`src/rtl/ps2_pkg.sv`:
```
// rtl/ps2_pkg.sv - shared PS/2 types, command constants and parity helper
// Purpose: state encoding for the host transmitter, keyboard command bytes
//          and the odd-parity function used to build a PS/2 frame.
// Ports:   none (package).
package ps2_pkg;

  typedef enum logic [2:0] {
    IDLE,
    INHIBIT,
    XFER,
    ACK,
    WAIT_IDLE
  } state_t;

  localparam logic [7:0] CMD_SET_LEDS = 8'hED;
  localparam logic [7:0] CMD_ENABLE   = 8'hF4;
  localparam logic [7:0] CMD_RESET    = 8'hFF;
  localparam logic [7:0] RSP_ACK      = 8'hFA;

  // Parity bit that makes the total count of ones in data+parity odd.
  function automatic logic odd_parity(input logic [7:0] d);
    return ~^d;
  endfunction

endpackage

```
`src/rtl/ps2_host_tx_if.sv`:
```
// rtl/ps2_host_tx_if.sv - command request / completion interface of the PS/2 host transmitter
// Purpose: bundles the byte request handshake and the completion status.
// Signals: tx_data/tx_valid/tx_ready (request), busy, tx_done, tx_ack_ok, tx_err.
// Modports: master = command issuer, slave = transmitter.
interface ps2_host_tx_if;

  logic [7:0] tx_data;
  logic       tx_valid;
  logic       tx_ready;
  logic       busy;
  logic       tx_done;
  logic       tx_ack_ok;
  logic       tx_err;

  modport master (
    output tx_data, tx_valid,
    input  tx_ready, busy, tx_done, tx_ack_ok, tx_err
  );

  modport slave (
    input  tx_data, tx_valid,
    output tx_ready, busy, tx_done, tx_ack_ok, tx_err
  );

endinterface

```
`src/rtl/ps2_line_sync.sv`:
```
// rtl/ps2_line_sync.sv - PS/2 clock/data synchronizer with clock falling-edge detect
// Purpose: brings the asynchronous PS/2 lines into the clk domain and flags
//          falling edges of the synchronized PS/2 clock.
// Ports:   clk, rst (sync, active-high); clk_in, data_in (async lines);
//          clk_s, data_s (synchronized lines); clk_fall (one-cycle fall flag).
module ps2_line_sync #(
  parameter int SYNC_STAGES = 2
) (
  input  logic clk,
  input  logic rst,
  input  logic clk_in,
  input  logic data_in,
  output logic clk_s,
  output logic data_s,
  output logic clk_fall
);

  logic [SYNC_STAGES-1:0] clk_sr;
  logic [SYNC_STAGES-1:0] data_sr;
  logic                   clk_prev;

  // Chains reset to 1 so that an idle (pulled-up) bus never looks like a fall.
  always_ff @(posedge clk) begin
    if (rst) begin
      clk_sr   <= '1;
      data_sr  <= '1;
      clk_prev <= 1'b1;
    end else begin
      clk_sr   <= {clk_sr[SYNC_STAGES-2:0], clk_in};
      data_sr  <= {data_sr[SYNC_STAGES-2:0], data_in};
      clk_prev <= clk_s;
    end
  end

  assign clk_s    = clk_sr[SYNC_STAGES-1];
  assign data_s   = data_sr[SYNC_STAGES-1];
  assign clk_fall = clk_prev & ~clk_s;

endmodule

```
`src/rtl/ps2_host_tx.sv`:
```
// rtl/ps2_host_tx.sv - PS/2 host-to-device command transmitter
// Purpose: sends one byte to the device with the request-to-send sequence
//          (clock inhibit, start bit, 8 data bits, odd parity, stop, device ACK).
// Ports:   clk, rst (sync, active-high); tx (slave modport: request/status);
//          ps_clk_in, ps_data_in (sensed lines); ps_clk_oe, ps_data_oe
//          (1 = pull the line low).
module ps2_host_tx
  import ps2_pkg::*;
#(
  parameter int INHIBIT_CYCLES = 5000,
  parameter int TIMEOUT_CYCLES = 750000,
  parameter int SYNC_STAGES    = 2
) (
  input  logic            clk,
  input  logic            rst,
  ps2_host_tx_if.slave    tx,
  input  logic            ps_clk_in,
  input  logic            ps_data_in,
  output logic            ps_clk_oe,
  output logic            ps_data_oe
);

  localparam int INH_W = $clog2(INHIBIT_CYCLES + 1);
  localparam int TO_W  = $clog2(TIMEOUT_CYCLES + 1);
  localparam logic [INH_W-1:0] INH_LAST = INH_W'(INHIBIT_CYCLES - 1);
  localparam logic [INH_W-1:0] INH_END  = INH_W'(INHIBIT_CYCLES);
  localparam logic [TO_W-1:0]  TO_LAST  = TO_W'(TIMEOUT_CYCLES - 1);

  logic clk_s, data_s, clk_fall;

  ps2_line_sync #(.SYNC_STAGES(SYNC_STAGES)) u_sync (
    .clk      (clk),
    .rst      (rst),
    .clk_in   (ps_clk_in),
    .data_in  (ps_data_in),
    .clk_s    (clk_s),
    .data_s   (data_s),
    .clk_fall (clk_fall)
  );

  state_t           state_q, state_n;
  logic [INH_W-1:0] inh_cnt_q, inh_cnt_n;
  logic [TO_W-1:0]  to_cnt_q, to_cnt_n;
  logic [3:0]       bit_idx_q, bit_idx_n;
  logic [7:0]       data_q, data_n;
  logic             ack_q, ack_n;
  logic             clk_oe_q, clk_oe_n;
  logic             data_oe_q, data_oe_n;
  logic             ready_q, ready_n;
  logic             busy_q, busy_n;
  logic             done_q, done_n;
  logic             ack_ok_q, ack_ok_n;
  logic             err_q, err_n;

  always_ff @(posedge clk) begin
    if (rst) begin
      state_q   <= IDLE;
      inh_cnt_q <= '0;
      to_cnt_q  <= '0;
      bit_idx_q <= '0;
      data_q    <= '0;
      ack_q     <= 1'b0;
      clk_oe_q  <= 1'b0;
      data_oe_q <= 1'b0;
      ready_q   <= 1'b1;
      busy_q    <= 1'b0;
      done_q    <= 1'b0;
      ack_ok_q  <= 1'b0;
      err_q     <= 1'b0;
    end else begin
      state_q   <= state_n;
      inh_cnt_q <= inh_cnt_n;
      to_cnt_q  <= to_cnt_n;
      bit_idx_q <= bit_idx_n;
      data_q    <= data_n;
      ack_q     <= ack_n;
      clk_oe_q  <= clk_oe_n;
      data_oe_q <= data_oe_n;
      ready_q   <= ready_n;
      busy_q    <= busy_n;
      done_q    <= done_n;
      ack_ok_q  <= ack_ok_n;
      err_q     <= err_n;
    end
  end

  always_comb begin
    state_n   = state_q;
    inh_cnt_n = inh_cnt_q;
    to_cnt_n  = to_cnt_q;
    bit_idx_n = bit_idx_q;
    data_n    = data_q;
    ack_n     = ack_q;
    clk_oe_n  = clk_oe_q;
    data_oe_n = data_oe_q;
    done_n    = 1'b0;
    ack_ok_n  = 1'b0;
    err_n     = 1'b0;

    case (state_q)
      IDLE: begin
        if (tx.tx_valid) begin
          state_n   = INHIBIT;
          data_n    = tx.tx_data;
          clk_oe_n  = 1'b1;
          data_oe_n = 1'b0;
          inh_cnt_n = '0;
        end
      end

      // Count INHIBIT_CYCLES with the clock held low, then assert the start
      // bit while still holding the clock, and release the clock one cycle later.
      INHIBIT: begin
        if (inh_cnt_q == INH_END) begin
          clk_oe_n  = 1'b0;
          state_n   = XFER;
          bit_idx_n = '0;
          to_cnt_n  = '0;
        end else begin
          inh_cnt_n = inh_cnt_q + 1'b1;
          if (inh_cnt_q == INH_LAST) begin
            data_oe_n = 1'b1;
          end
        end
      end

      // XFER, ACK and WAIT_IDLE share the inter-edge timeout. A fall on the
      // terminal-count cycle restarts the counter instead of aborting.
      default: begin
        if (state_q == WAIT_IDLE && clk_s && data_s) begin
          done_n   = 1'b1;
          ack_ok_n = ack_q;
          state_n  = IDLE;
        end else if (clk_fall) begin
          to_cnt_n = '0;
          if (state_q == XFER) begin
            bit_idx_n = bit_idx_q + 1'b1;
            if (bit_idx_q < 4'd8) begin
              data_oe_n = ~data_q[bit_idx_q[2:0]];
            end else if (bit_idx_q == 4'd8) begin
              data_oe_n = ~odd_parity(data_q);
            end else begin
              data_oe_n = 1'b0;
              state_n   = ACK;
            end
          end else if (state_q == ACK) begin
            ack_n   = ~data_s;
            state_n = WAIT_IDLE;
          end
        end else if (to_cnt_q == TO_LAST) begin
          clk_oe_n  = 1'b0;
          data_oe_n = 1'b0;
          err_n     = 1'b1;
          state_n   = IDLE;
        end else begin
          to_cnt_n = to_cnt_q + 1'b1;
        end
      end
    endcase

    ready_n = (state_n == IDLE);
    busy_n  = ~ready_n;
  end

  assign ps_clk_oe    = clk_oe_q;
  assign ps_data_oe   = data_oe_q;
  assign tx.tx_ready  = ready_q;
  assign tx.busy      = busy_q;
  assign tx.tx_done   = done_q;
  assign tx.tx_ack_ok = ack_ok_q;
  assign tx.tx_err    = err_q;

endmodule

```
`src/flat_wrapper.sv`:
```
// flat-port wrapper written by rule: the top's interface ports become plain ports
module ps2_host_tx_flat import ps2_pkg::*;
#(
  parameter int INHIBIT_CYCLES = 5000,
  parameter int TIMEOUT_CYCLES = 750000,
  parameter int SYNC_STAGES    = 2
)
  (clk, rst, ps_clk_in, ps_data_in, ps_clk_oe, ps_data_oe, tx_tx_data, tx_tx_valid, tx_tx_ready, tx_busy, tx_tx_done, tx_tx_ack_ok, tx_tx_err);
  ps2_host_tx_if tx_i ();
  input  logic clk;
  input  logic rst;
  input  logic ps_clk_in;
  input  logic ps_data_in;
  output logic ps_clk_oe;
  output logic ps_data_oe;
  input wire logic [$bits(tx_i.tx_data)-1:0] tx_tx_data;
  input wire logic [$bits(tx_i.tx_valid)-1:0] tx_tx_valid;
  output wire logic [$bits(tx_i.tx_ready)-1:0] tx_tx_ready;
  output wire logic [$bits(tx_i.busy)-1:0] tx_busy;
  output wire logic [$bits(tx_i.tx_done)-1:0] tx_tx_done;
  output wire logic [$bits(tx_i.tx_ack_ok)-1:0] tx_tx_ack_ok;
  output wire logic [$bits(tx_i.tx_err)-1:0] tx_tx_err;
  assign tx_i.tx_data = tx_tx_data;
  assign tx_i.tx_valid = tx_tx_valid;
  assign tx_tx_ready = tx_i.tx_ready;
  assign tx_busy = tx_i.busy;
  assign tx_tx_done = tx_i.tx_done;
  assign tx_tx_ack_ok = tx_i.tx_ack_ok;
  assign tx_tx_err = tx_i.tx_err;
  ps2_host_tx #(.INHIBIT_CYCLES(INHIBIT_CYCLES), .TIMEOUT_CYCLES(TIMEOUT_CYCLES), .SYNC_STAGES(SYNC_STAGES)) u_core (.clk(clk), .rst(rst), .tx(tx_i), .ps_clk_in(ps_clk_in), .ps_data_in(ps_data_in), .ps_clk_oe(ps_clk_oe), .ps_data_oe(ps_data_oe));
endmodule
```
`config.mk`:
```
export PLATFORM = sky130hd
export DESIGN_NAME = ps2_host_tx_flat
export DESIGN_NICKNAME = d
export VERILOG_FILES = /design/src/rtl/ps2_pkg.sv /design/src/rtl/ps2_host_tx_if.sv /design/src/rtl/ps2_line_sync.sv /design/src/rtl/ps2_host_tx.sv /design/src/flat_wrapper.sv
export SDC_FILE = /design/constraint.sdc
export NUM_CORES = 1
export LEC_CHECK = 0
export CORE_ASPECT_RATIO = 1.2
export CORE_MARGIN = 3
export CORE_UTILIZATION = 60
export CTS_CLUSTER_DIAMETER = 120
export DETAILED_ROUTE_END_ITERATION = 8
export DONT_BUFFER_PORTS = 1
export HOLD_SLACK_MARGIN = 0.1
export PLACE_DENSITY = 0.76
export REMOVE_ABC_BUFFERS = 1
export SLEW_MARGIN = 20
export SYNTH_ARGS = -nofsm -noshare
export SYNTH_HDL_FRONTEND = slang
export SYNTH_SLANG_ARGS = --single-unit
```
`constraint.sdc`:
```
create_clock -name clk -period 4.75 [get_ports clk]
set_input_delay 0.475 -clock clk [delete_from_list [all_inputs] [get_ports clk]]
set_output_delay 0.475 -clock clk [all_outputs]
set_load 0.02 [all_outputs]
```
==> results of run 1 <==
-- area by class of cell --
class	instances	area share, %
inverter	6	0.697
sequential	61	37.8
tap	58	2.25
clock inverter	5	2.32
multi-input combinational	282	52.7
clock buffer	10	4.26
-- critical path, delay by kind of cell (launching register included) --
kind,cells,cell delay [ns]
AND/OR/NAND/NOR,3,1.38
AO/OA/AOI/OAI,2,0.81
flip-flops,1,0.36
-- registers in the layout (all words and copies together) (netlist names), 2 cells and up --
register / flops
u_core.u_sync.clk_sr: 2
u_core.bit_idx_q: 4
u_core.u_sync.data_sr: 2
u_core.inh_cnt_q: 13
u_core.data_q: 8
u_core.state_q: 3
u_core.to_cnt_q: 20
-- routing by layer --
layer	routed length [um]	GRT usage, %	vias to the layer above
met2	3180	38.3	56
met5	0	0	-
li1	-	-	1285
met3	267	7.35	18
met1	2550	24.8	1198
met4	210	11.5	0
-- where the power goes --
| part | total (uW) | internal (uW) | switching (uW) |
|---|---|---|---|
| Sequential | 536 | 522 | 14.0 |
| Combinational | 61.4 | 24.6 | 36.8 |
| Clock | 493 | 304 | 190 |
-- metrics by stage --
step	std cells	total power [uW]
finish	422	1090
CTS	422	1100
detailed placement	407	610
floorplan	349	595
global route	422	1140
global placement	407	607
-- kinds of logic after synthesis --
family	count (synthesis)	synth area share [%]
DFF	61	40.6
adders and majority gates	4	1.67
and+or+nand+nor	190	33.4
xor gates and xnor gates	26	7.58
buffers and inverters	21	2.75
muxes	2	1.50
AOI/OAI and AO/OA	60	12.4
-- worst max path at each step --
stage	start	end	slack, ns	cells past startpoint
after floorplan	u_core.inh_cnt_q[7]$_SDFFE_PP0P_	u_core.tx.busy$_SDFF_PP0_	2.35	5
after global placement	u_core.inh_cnt_q[7]$_SDFFE_PP0P_	u_core.tx.busy$_SDFF_PP0_	2.14	5
after detailed placement	u_core.inh_cnt_q[7]$_SDFFE_PP0P_	u_core.tx.busy$_SDFF_PP0_	2.08	5
after CTS	u_core.inh_cnt_q[7]$_SDFFE_PP0P_	u_core.tx.busy$_SDFF_PP0_	2.06	5
after global routing	u_core.inh_cnt_q[7]$_SDFFE_PP0P_	u_core.tx.busy$_SDFF_PP0_	1.90	5
final	u_core.inh_cnt_q[7]$_SDFFE_PP0P_	u_core.tx.busy$_SDFF_PP0_	2.08	5
-- cell usage in the layout (no fill, tap or decap), types with 11 or more instances in the layout --
| master | instances |
|---|---|
| nor3_1 | 12 |
| dfxtp_1 | 61 |
| nand3_1 | 21 |
| nor2_1 | 41 |
| a21oi_1 | 25 |
| or3_1 | 11 |
| nand2_1 | 40 |
| xor2_1 | 11 |
| and3_1 | 13 |
| xnor2_1 | 15 |
-- synthesized netlist by cell type, drive strengths merged, types with 3 or more instances --
cell type and count:
ha 4, nand4 9, xor2 11, nor3 12, nand2 41, dfxtp 61
clkbuf 10, nand3 21, nand2b 8, nand3b 5, nor2 41, buf 5
inv 6, a211oi 4, or2 6, o21ai 11, nor4 3, a31oi 4
and3 13, nor2b 6, or3 11, xnor2 15, a21oi 26
==> summary.md, run 1 <==
| Metric | Value |
|---|---|
| Leakage | `roughly 0.0011 uW` |
| Pre-CTS setup slack | `2.08 ns` |
| Post-synth EDFFs | `0` |
| Synth area leader | `dfxtp_1` |
| Row cnt | `27` |
| CTS tree | `done` |
| Syn Inst Count | `around 360` |
| Shortest period the worst path allows | `2.67 ns` |
| Critical-path maximum fanout | `19` |
| Tightest Pin Transition | `0.787 ns` |
| Die width | `just over 70 um` |
| Mapped Avg Cell Area | `about 8.3 um^2` |
| Top_reg_cell synth | `dfxtp_1` |
| Crit-path cells | `or3b_1 -> or4_1 -> a21oi_2 -> a21oi_1 -> or3_1` |
| Final Net Count | `approximately 380` |
| Area Growth Syn to Fin | `7.49%` |
| Hold Path Class | `primary input to flip-flop` |
| Synth area leaders | `dfxtp_1, nor2_1, nand2_1, xnor2_1, a21oi_1` |
| Final core occ | `68.8%` |
| GPL Wtd Cong | `about 0.89` |
| # IOs | `20` |
| Dpl cell area | `approximately 0.0030 mm^2` |
| WHS Endpoint | `u_core.data_q[2]$_SDFFE_PP0P_` |
| Critical hold path startpoint | `rst` |
| Synth cell types | `51` |
| Cts repair resizes | `0` |
| Global-route wire length before repair | `around 11000 um` |
| Worst VDD drop | `approximately 0.33 mV` |
| Flop-to-flop setup slack | `approximately 2.1 ns` |
| Vias per cell | `a little over 6` |
| Vias in the first global route | `~2400` |
| Synth warn | `0` |
| Pwr/cell area | `approximately 340 mW/mm^2` |
| ANT nets after route | `0` |
| Hold-fix buffers at CTS | `0` |
| Post-route clock period utilization | `56.3%` |
| Critical Path RT | `~5.0 ns` |
| Fin Hold WS | `about 0.20 ns` |
| RSZ-0062 raised after global routing | `no` |
| Sink Count | `61` |
| CP Capture Type | `flip-flop` |
| Initial antenna violation count | `0` |
| Clk_skew | `around 0.0083 ns` |
| Reg2reg path depth | `5` |
| Largest stage delay on the critical path | `0.63 ns` |
| Wire length per cell | `around 15 um` |
| Setup TNS | `0 ns` |
| Slew HR | `a little under half` |
| Status | `finished clean` |
| Crit path DAT | `between 2 and 3 ns` |
| Routed wire length | `between 6000 and 7000 um` |
| Seq/Total Area, Yosys | `40.6%` |
| # diodes | `0` |
| Core box area | `0.00470 mm^2` |
| Clk slew on worst S/H paths | `approximately 0.070 ns` |
| CTS Buffer Depth | `2` |
| Max Slew Vio Count | `0` |
| Area of the multi-input gates | `~0.0017 mm^2` |
| Fill cells | `between 300 and 400` |
| Initial Utilization | `~64%` |
| Post-route DRC | `0` |
| Share of Yosys cell area claimed by the top area cell type | `approximately two fifths` |
| Fin. Hold Viols | `0` |
| Achievable Freq | `between 0.3 and 0.4 GHz` |
| Root Driver | `clkbuf_8` |
| H-tree depth | `3` |
| CTS buffer count | `9` |
| Ys async rst share | `0%` |
| Critical Path Slowest Stage Cell | `or4_1` |
| Total global routing overflow | `0` |
| Cell count of the worst hold path | `1` |
| Port Buf Inserts | `0` |
| RR Startpoint | `u_core.inh_cnt_q[7]$_SDFFE_PP0P_` |
| Sequential cell area | `approximately 0.0012 mm^2` |
| Skew-Pair Late Insertion Delay | `approximately 0.33 ns` |
| DR pass1 iterations | `4` |
| Critical path class | `flip-flop to flip-flop` |
| Via count | `around 2600` |
| Postcts setup bufs | `0` |
| Largest net degree at the start of global routing | `35` |
| Max Cap Viol | `0` |
| Setup crit start kind | `flip-flop` |
| Die H | `83.5 um` |
| Area of the die | `~0.0059 mm^2` |
| FF-to-FF End | `u_core.tx.busy$_SDFF_PP0_` |
| DP HPWL | `4480 um` |
| Synth Register Bits | `61` |
| Cell Area, Synth | `between 0.003 and 0.004 mm^2` |
| Initial drt markers | `around 200` |
| Final WS setup | `around 2.1 ns` |
| Share of layout cells above drive strength 1 | `7.97%` |
| Final Setup Violations | `0` |
| Total Routing Usage GR | `a little under a quarter` |
| Post-route design area | `0.00323 mm^2` |
No activity file was read; power rests on OpenSTA's default activity.
==> inputs of run 2 (changes only) <==
Settings changed: CORE_UTILIZATION 60 to 57, PLACE_DENSITY 0.76 to 0.75.
Clock period 4.75 ns to 2.2 ns, I/O delays scaled along.
==> summary.md, run 2 (synthesis gave the netlist of run 1 again) <==
| Metric | Value |
|---|---|
| Critical path class | `flip-flop to flip-flop` |
| Setup TNS | `0 ns (unchanged)` |
| Fin Hold WS | `-0.0545 ns (-0.256 ns)` |
| Critical-path maximum fanout | `5 (-14)` |
| Vias per cell | `5.95 (-1.9%)` |
| Clk_skew | `0.00737 ns (-0.000929 ns)` |
| Leakage | `0.00141 uW (+25%)` |
| Pint | `1830 uW (+120%)` |
| Initial antenna violation count | `0 (unchanged)` |
| CTS buffer count | `9 (unchanged)` |
| Postcts setup bufs | `0 (unchanged)` |
| Pwr/cell area | `644 mW/mm^2 (+91%)` |
| RSZ-0062 raised after global routing | `no` |
| Non-Filler Instances | `477 (+13%)` |
| FF-to-FF End | `u_core.tx.busy$_SDFF_PP0_` |
| GPL Wtd Cong | `0.918 (+2.9%)` |
| H-tree depth | `3 (unchanged)` |
| Clk slew on worst S/H paths | `0.07 ns (about the same)` |
| Commonest non-fill, non-tap cells in the layout | `dfxtp_1, nor2_1, nand2_1` |
| Psw | `557 uW (+130%)` |
| Skew-Pair Late Insertion Delay | `0.33 ns (about the same)` |
| CP Capture Type | `flip-flop` |
| Seq pwr share | `48.3% (-0.9 points)` |
| Logic gate share of total power | `8.0% (+2.4 points)` |
| Die width | `72.3 um (+2.4%)` |
| Cell count of the worst hold path | `1 (unchanged)` |
| Post-route DRC | `0 (unchanged)` |
| Clk network pwr share | `43.6% (-1.6 points)` |
| Die H | `85.5 um (+2.4%)` |
| Final Setup Violations | `0 (unchanged)` |
| Total global routing overflow | `0 (unchanged)` |
| Hold-fix buffers at CTS | `18 (+18)` |
| Area of the die | `0.00618 mm^2 (+4.8%)` |
| Setup crit start kind | `flip-flop` |
| Placed cell count | `443 (+8.8%)` |
| Fin. Hold Viols | `15 (+15)` |
| Final Net Count | `429 (+14%)` |
| Post-route clock period utilization | `96.1% (+40 points)` |
| Register with the most flip-flops | `u_core.to_cnt_q` |
| Achievable Freq | `0.473 GHz (+26%)` |
| RR Startpoint | `u_core.inh_cnt_q[5]$_SDFFE_PP0P_` |
| Row cnt | `28 (+3.7%)` |
| Commonest non-fill, non-tap cell in the layout | `dfxtp_1` |
| Routed wire length | `7090 um (+14%)` |
| Max Slew Vio Count | `0 (unchanged)` |
| Flop-to-flop setup slack | `0.09 ns (-1.99 ns)` |
| Initial Utilization | `60.0% (-4.0 points)` |
| Crit path DAT | `2.32 ns (-0.57 ns)` |
| Total Routing Usage GR | `24.5% (+1.9 points)` |
| Sink Count | `61 (unchanged)` |
| Critical hold path startpoint | `rst` |
| Top Registers | `u_core.to_cnt_q x20, u_core.inh_cnt_q x13, u_core.data_q x8` |
| ANT nets after route | `0 (unchanged)` |
| Post-route design area | `0.00371 mm^2 (+15%)` |
| Wire length per cell | `14.9 um (+1.0%)` |
| Via count | `2836 (+11%)` |
| Area Growth Syn to Fin | `23.4%` |
| Root Driver | `clkbuf_8` |
| Dpl cell area | `0.00329 mm^2 (+9.0%)` |
| # diodes | `0 (unchanged)` |
| Failing checks | `negative hold slack` |
| Reg2reg path depth | `6 (+1)` |
| Port Buf Inserts | `0 (unchanged)` |
| Max Cap Viol | `0 (unchanged)` |
| CTS tree | `done` |
| Shortest period the worst path allows | `2.11 ns (-0.559 ns)` |
| Slew HR | `69.5% (+22 points)` |
| Vias in the first global route | `2718 (+13%)` |
| Sw Ratio | `23.3% (+1.3 points)` |
| Worst setup path startpoint | `u_core.inh_cnt_q[5]$_SDFFE_PP0P_` |
| Largest delay share family, worst path | `simple AND/OR/NAND/NOR gates` |
| Initial drt markers | `214 (+5.4%)` |
| Tightest Pin Transition | `0.454 ns (-0.332 ns)` |
| Largest stage delay on the critical path | `0.45 ns (-0.18 ns)` |
| Max FFs per register | `20 (unchanged)` |
| DR pass1 iterations | `5 (+1)` |
| WP buf/inv | `1 (+1)` |
| Hold Path Class | `primary input to flip-flop` |
| Critical Path Slowest Stage Cell | `or4_4` |
| Worst VDD drop | `0.634 mV (+90%)` |
| WHS Endpoint | `u_core.to_cnt_q[0]$_SDFFE_PP0P_` |
| Core box area | `0.00501 mm^2 (+6.7%)` |
| Largest net degree at the start of global routing | `35 (unchanged)` |
| # IOs | `20 (unchanged)` |
| CP Depth | `6 (+1)` |
| Share of layout cells above drive strength 1 | `17.7% (+9.8 points)` |
| Crit-path cells | `or3b_4 -> or4_4 -> buf_4 -> a21oi_2 -> a21oi_1 -> or3_1` |
| Critical Path RT | `2.41 ns (-2.55 ns)` |
| DP HPWL | `4890 um (+9.2%)` |
| Status | `finished with violations` |
| Global-route wire length before repair | `12000 um (+13%)` |
| CTS Buffer Depth | `2 (unchanged)` |
run 2: cell count changes in the layout (fill, tap and decap cells not counted), moves of 2 or more:
cell           before  now
buf_4               0   33
clkbuf_8           10   12
dfxtp_1            61   58
dfxtp_2             0    3
dlygate4sd3_1       0   18
run 2: power by group through the flow:
stage	combinational, uW	clock (uW)	sequential, uW
floorplan	109	0	1180
global placement	163	0	1180
detailed placement	167	0	1180
CTS	189	1040	1150
global route	213	1090	1160
finish	192	1040	1150
run 2: worst max path at each step:
stage,end
after floorplan,u_core.tx.busy$_SDFF_PP0_
after global placement,u_core.to_cnt_q[16]$_SDFFE_PP0P_
after detailed placement,u_core.to_cnt_q[16]$_SDFFE_PP0P_
after CTS,u_core.to_cnt_q[16]$_SDFFE_PP0P_
after global routing,u_core.to_cnt_q[16]$_SDFFE_PP0P_
final,u_core.tx.busy$_SDFF_PP0_
run 2: through the flow:
stage,setup slack (ns),util (%),power (uW)
6_report,0.0867,74.0,2390
4_1_cts,0.00333,73.5,2390
5_1_grt,0.000627,74.0,2460
3_5_place_dp,-0.00200,65.6,1340
3_3_place_gp,0.0119,65.6,1340
2_1_floorplan,-0.205,-,1280
run 2: what timing repair did:
item,CTS,global route
resized for setup,1,10
pin swaps,1,5
endpoints found under the hold margin,31,15
endpoints found under the setup margin,4,29
run 2: metal layers:
metal  part of all wire [%]  GRT usage [%]  vias to the layer above  wire (um)
li1                       -              -                     1382          -
met1                     40           26.9                     1340       2870
met2                     51           44.2                       85       3630
met3                    4.7           3.87                       29        331
met4                    3.6           13.2                        0        255
met5                      0              0                        -          0
run 2: final cells by class:
cell class | instances | area, um^2
clock buffer | 12 | 165
clock inverter | 4 | 45.0
fill | 369 | 1300
inverter | 6 | 22.5
multi-input combinational | 282 | 1730
sequential | 61 | 1220
tap | 60 | 75.1
timing repair buffer | 52 | 448
